<file path="src/rtl/vermitypes_pkg.sv">
// Shared types for the Vermi bus arbiter: bus-owner encoding (also used as the
// arbiter FSM state) and a helper that sizes the dbus run counter.
package vermitypes_pkg;

  typedef enum logic [1:0] {
    OWNER_NONE = 2'd0,
    OWNER_I    = 2'd1,
    OWNER_D    = 2'd2
  } arb_owner_t;

  // Width needed to hold a run count of 0..max_run inclusive.
  function automatic int run_width(input int max_run);
    return (max_run < 1) ? 1 : $clog2(max_run + 1);
  endfunction

endpackage

</file>
<file path="src/rtl/vermi_arb_pick.sv">
// Combinational owner selection for the Vermi bus arbiter.
// Build option: ARB_ROUND_ROBIN_EN selects round-robin; otherwise fixed dbus priority
// with a D_MAX_RUN anti-starvation limit.
module vermi_arb_pick
  import vermitypes_pkg::*;
#(
  parameter int D_MAX_RUN = 4,
  parameter int D_RUN_W   = 3
) (
  input  logic               i_valid,
  input  logic               d_valid,
  input  arb_owner_t         last,
  input  logic [D_RUN_W-1:0] d_run,
  output arb_owner_t         owner
);

  arb_owner_t conflict_owner;

`ifdef ARB_ROUND_ROBIN_EN
  logic unused_run;
  assign unused_run = ^d_run;

  // Alternate on conflict; `last` only ever holds I or D once out of reset.
  assign conflict_owner = (last == OWNER_I) ? OWNER_D : OWNER_I;
`else
  logic unused_last;
  assign unused_last = ^last;

  assign conflict_owner = (d_run >= D_RUN_W'(D_MAX_RUN)) ? OWNER_I : OWNER_D;
`endif

  // NOTE: every output of a combinational block gets a default first so no path
  // leaves it unassigned, which would otherwise infer a latch.
  always_comb begin
    owner = OWNER_NONE;
    case ({i_valid, d_valid})
      2'b10:   owner = OWNER_I;
      2'b01:   owner = OWNER_D;
      2'b11:   owner = conflict_owner;
      default: owner = OWNER_NONE;
    endcase
  end

endmodule

</file>
<file path="src/rtl/vermi_bus_arbiter.sv">
// Shares one memory port between the core's instruction bus and data bus. The grant
// is locked from issue until m_ready. Build option: ARB_ROUND_ROBIN_EN (see vermi_arb_pick).
module vermi_bus_arbiter
  import vermitypes_pkg::*;
#(
  parameter int ADDR_W    = 32,
  parameter int DATA_W    = 32,
  parameter int D_MAX_RUN = 4
) (
  input  logic                clk,
  input  logic                reset,

  input  logic                i_valid,
  output logic                i_ready,
  input  logic [ADDR_W-1:0]   i_address,
  input  logic [ADDR_W-1:0]   i_lookahead,
  output logic [DATA_W-1:0]   i_rdata,

  input  logic                d_valid,
  output logic                d_ready,
  input  logic [ADDR_W-1:0]   d_address,
  input  logic [DATA_W/8-1:0] d_wstrobe,
  input  logic [DATA_W-1:0]   d_wdata,
  output logic [DATA_W-1:0]   d_rdata,
  output logic                d_irq,

  output logic                m_valid,
  input  logic                m_ready,
  output logic [ADDR_W-1:0]   m_address,
  output logic [ADDR_W-1:0]   m_lookahead,
  output logic [DATA_W/8-1:0] m_wstrobe,
  output logic [DATA_W-1:0]   m_wdata,
  input  logic [DATA_W-1:0]   m_rdata,
  input  logic                m_irq
);

  localparam int D_RUN_W = run_width(D_MAX_RUN);

  arb_owner_t         state_q, state_d;
  arb_owner_t         last_q, last_d;
  logic [D_RUN_W-1:0] d_run_q, d_run_d;
  arb_owner_t         pick_owner;
  arb_owner_t         owner;
  logic               i_done;
  logic               d_done;

  vermi_arb_pick #(
    .D_MAX_RUN (D_MAX_RUN),
    .D_RUN_W   (D_RUN_W)
  ) u_pick (
    .i_valid (i_valid),
    .d_valid (d_valid),
    .last    (last_q),
    .d_run   (d_run_q),
    .owner   (pick_owner)
  );

  // In IDLE the fresh pick drives the bus this cycle; in a LOCK state the holder keeps it.
  assign owner = (state_q == OWNER_NONE) ? pick_owner : state_q;

  always_comb begin
    m_valid     = 1'b0;
    i_ready     = 1'b0;
    d_ready     = 1'b0;
    m_address   = i_address;
    m_lookahead = i_lookahead;
    m_wstrobe   = '0;
    m_wdata     = '0;
    case (owner)
      OWNER_I: begin
        m_valid = !reset;
        i_ready = m_ready && !reset;
      end
      OWNER_D: begin
        m_valid     = !reset;
        d_ready     = m_ready && !reset;
        m_address   = d_address;
        m_lookahead = d_address;
        m_wstrobe   = d_wstrobe;
        m_wdata     = d_wdata;
      end
      default: ;
    endcase
  end

  assign i_rdata = m_rdata;
  assign d_rdata = m_rdata;
  assign d_irq   = m_irq;

  assign i_done = i_valid && i_ready;
  assign d_done = d_valid && d_ready;

  always_comb begin
    state_d = state_q;
    case (state_q)
      OWNER_NONE: if (owner != OWNER_NONE && !m_ready) state_d = owner;
      default:    if (m_ready) state_d = OWNER_NONE;
    endcase
  end

  always_comb begin
    last_d = last_q;
    if (i_done)      last_d = OWNER_I;
    else if (d_done) last_d = OWNER_D;
  end

  // The run only counts dbus wins that actually made the ibus wait.
  always_comb begin
    d_run_d = d_run_q;
    if (i_done || !i_valid)
      d_run_d = '0;
    else if (d_done && d_run_q < D_RUN_W'(D_MAX_RUN))
      d_run_d = d_run_q + D_RUN_W'(1);
  end

  // NOTE: sequential state uses non-blocking assignments so every flop samples
  // pre-edge values regardless of block ordering.
  always_ff @(posedge clk or posedge reset) begin
    if (reset) begin
      state_q <= OWNER_NONE;
      last_q  <= OWNER_D;
      d_run_q <= '0;
    end else begin
      state_q <= state_d;
      last_q  <= last_d;
      d_run_q <= d_run_d;
    end
  end

endmodule

</file>
<file path="config.mk">
export PLATFORM = sky130hd
export DESIGN_NAME = vermi_bus_arbiter
export DESIGN_NICKNAME = d
export VERILOG_FILES = /design/src/rtl/vermitypes_pkg.sv /design/src/rtl/vermi_arb_pick.sv /design/src/rtl/vermi_bus_arbiter.sv
export SDC_FILE = /design/constraint.sdc
export NUM_CORES = 1
export LEC_CHECK = 0
export BUFFER_PORTS_ARGS = -buffer_cell sky130_fd_sc_hd__buf_2
export CORE_AREA = 2 2 131 133
export DETAILED_ROUTE_END_ITERATION = 10
export DIE_AREA = 0 0 133 135
export PLACE_DENSITY_LB_ADDON = 0.3
export SETUP_SLACK_MARGIN = 0.1
export SKIP_CTS_REPAIR_TIMING = 1
export SLEW_MARGIN = 20
export SYNTH_ARGS = -nofsm -noshare
export SYNTH_HDL_FRONTEND = slang
export SYNTH_SLANG_ARGS = --single-unit
</file>
<file path="constraint.sdc">
create_clock -name clk -period 2.4 [get_ports clk]
set_clock_uncertainty 0.15 [all_clocks]
set_input_delay 0.24 -clock clk [delete_from_list [all_inputs] [get_ports clk]]
set_output_delay 0.24 -clock clk [all_outputs]
set_load 0.05 [all_outputs]
</file>
==> summary.md <==
| Metric | Value |
|---|---|
| Die Wd | 133 um |
| Routed WL | 8916 um |
| MaxCap Viol Count | 0 |
| Post-synth top cells | buf_4, and2_1, mux2_2, mux2_4, dfrtp_1 |
| Drt via density | 3.507 |
| Final Util | 20.03% |
| Effective utilization at floorplan | 12.03% |
| Detailed placer's ending HPWL | 6561 um |
| Vias in the first global route | 2,155 |
| First-pass GRT wire length | 10,750 um |
| DRC viols | 0 |
| Worst vdd ir | 0.0001777 V |
| Total CTS buffers | 3 |
| Initial antenna violation count | 0 |
| First-iteration detailed-routing DRC count | 52 |
| Crit-path max FO | 8 |
| Worst-Skew Late Latency | 0.23 ns |
| Seq/Total Area, Yosys | 6.337% |
| Clock sink total | 5 |
| Chip height | 135 um |
| Least-Margin Pin Slew | 0.5532 ns |
| Post-DRT Antenna Nets | 0 |
| Rows | 47 |
| Power Dens Cells | 522.3 mW/mm2 |
| Most numerous cell in the Yosys netlist | buf_4 |
| CORE AREA | 0.01641 mm2 |
| R2R setup slack | 0.85 ns |
| Total power | 1.717 mW |
| Antenna Cells | 0 |
| WP data required | 2.01 ns |
| Outcome | complete, no violations |
| Cells after Synth | 216 |
| Hold path start | m_ready |
| Synthesized area | 0.001974 mm2 |
| Layout cells sized above 1 | 81.68% |
| Area grow syn2layout | 66.48% |
| CP Launch Type | flop |
| Crit Path Class | flop to output pin |
| Root buf cell | clkbuf_16 |
| RSZ-0062 raised after global routing | yes |
| Pre-antenna DRT Iters | 4 |
| Number of synthesized flops with an enable pin | 0 |
| Total track usage | 7.394% |
| Critical path startpoint | d_run_q[2] |
| CP Capture Type | output pin |
| Via count | 2,150 |
| PortBufs | 239 |
| Reg-to-Reg End | d_run_q[2] |
| Mapped Nets | 388 |
| Hold Path Depth | 2 |
| Leak Pwr | 1.767 nW |
| Top-level I/O count | 338 |
| Pin count of the biggest net entering global routing | 69 |
| Final setup fails | 0 |
| Share of the synthesized area in the top cell type | 25.86% |
| CTS tree | built |
| Drt wl/cell | 14.54 um |
| Global route overflow | 0 |
| FF-to-FF path depth | 3 |
| Gpl congestion | 0.6384 |
| Synth area leaders | buf_4, mux2_4, mux2_2 |
| Reg2reg start | state_q[0] |
| H-tree depth | 1 |
| Final Cycle Share | 93.75% |
| # nets final | 566 |
| Final hold vios | 0 |
| Post-synth ARST share | 100.0% |
| CTS Buffer Depth | 2 |
| Synth unique cells | 28 |
| Post-synthesis register bit count | 5 |
| Top FF cell, synth | dfrtp_1 |
| Hold endpoint | state_q[1] |
| Setup TNS | 0 ns |
| Max-slew violation count | 0 |
| Synth warn | 0 |
| Arr. time, crit path | 1.86 ns |
| Filler cells | 1,847 |
| FMAX | 444.5 MHz |
| Die Area | 0.01796 mm2 |
| Leading area contributor after synthesis | buf_4 |
| Worst-path clk slew | 0.03 ns |
| Hold Crit Class | input pin to flop |
| Rel. slew slack | 63.04% |
| Post-synthesis area per instance | 9.141 um2 |
| Final min period | 2.250 ns |
==> cell usage in the layout, fill, tap and decap left out, drive strengths merged, types with 2 or more instances in the layout <==
cell	instances
o211ai	2
and2	36
inv	4
buf	246
nor2	3
mux2	64
nand4	2
a21oi	2
clkbuf	8
dfrtp	5
ha	2
nand3	4
nor2b	3
==> logic make-up after synthesis <==
family          synth area share [%]
flops                          6.337
fa+ha+maj                      1.267
mux                            42.02
buf+inv                        30.23
compound gates                 3.739
simple gates                   16.41
==> flip-flops by register name, summed over array words and instances (netlist names) <==
| name | count |
|---|---|
| d_run_q | 3 |
| state_q | 2 |
==> critical path: stages, from the launching register on <==
cell and delay [ns]:
dfrtp_1 0.38, a21bo_2 0.23, a21oi_4 0.19, buf_12 0.16, clkbuf_16 0.17, mux2_2 0.35, buf_6 0.16
==> layout make-up <==
class | count | area (um2) | area share [%]
Timing Repair Buffer | 251 | 1530 | 46.56
Multi-Input combinational cell | 129 | 1261 | 38.37
Tap cell | 220 | 275.3 | 8.375
Sequential cell | 5 | 126.4 | 3.845
Clock buffer | 4 | 78.83 | 2.398
Inverter | 4 | 15.01 | 0.4568
==> per-stage QoR <==
stage               area, um2  hold WS (ns)  worst slack [ns]  instances
floorplan                1974       -0.1315            0.2152        216
global placement         2920       0.03124            0.3197        600
detailed placement       2920       0.04315            0.2866        600
CTS                      2999       -0.1976           0.04381        604
global route             3287       0.08767           0.08603        613
finish                   3287       0.06558            0.1501        613
==> where the power goes <==
| part | switching [mW] | internal (mW) | total (mW) |
|---|---|---|---|
| sequential | 0.00659 | 0.0888 | 0.0954 |
| clock | 0.0519 | 0.220 | 0.272 |
| combinational | 0.873 | 0.477 | 1.35 |
==> metal layers <==
metal  up-vias  global-route usage (%)  wire [um]
met1       940                   7.785       3227
met5         -                       0          0
met3        33                   1.539        754
li1       1024                       -          -
met2       153                   14.16       4709
met4         0                   3.226        225
==> worst max path at each step <==
stage	to	slack, ns	cells past startpoint
finish	m_address[15]	0.15	6
CTS	m_address[16]	0.04	5
global placement	m_address[21]	0.32	6
floorplan	m_valid	0.22	3
detailed placement	m_address[14]	0.29	6
global route	m_address[22]	0.09	6
Note: power is estimated with default switching activity, not from simulation.
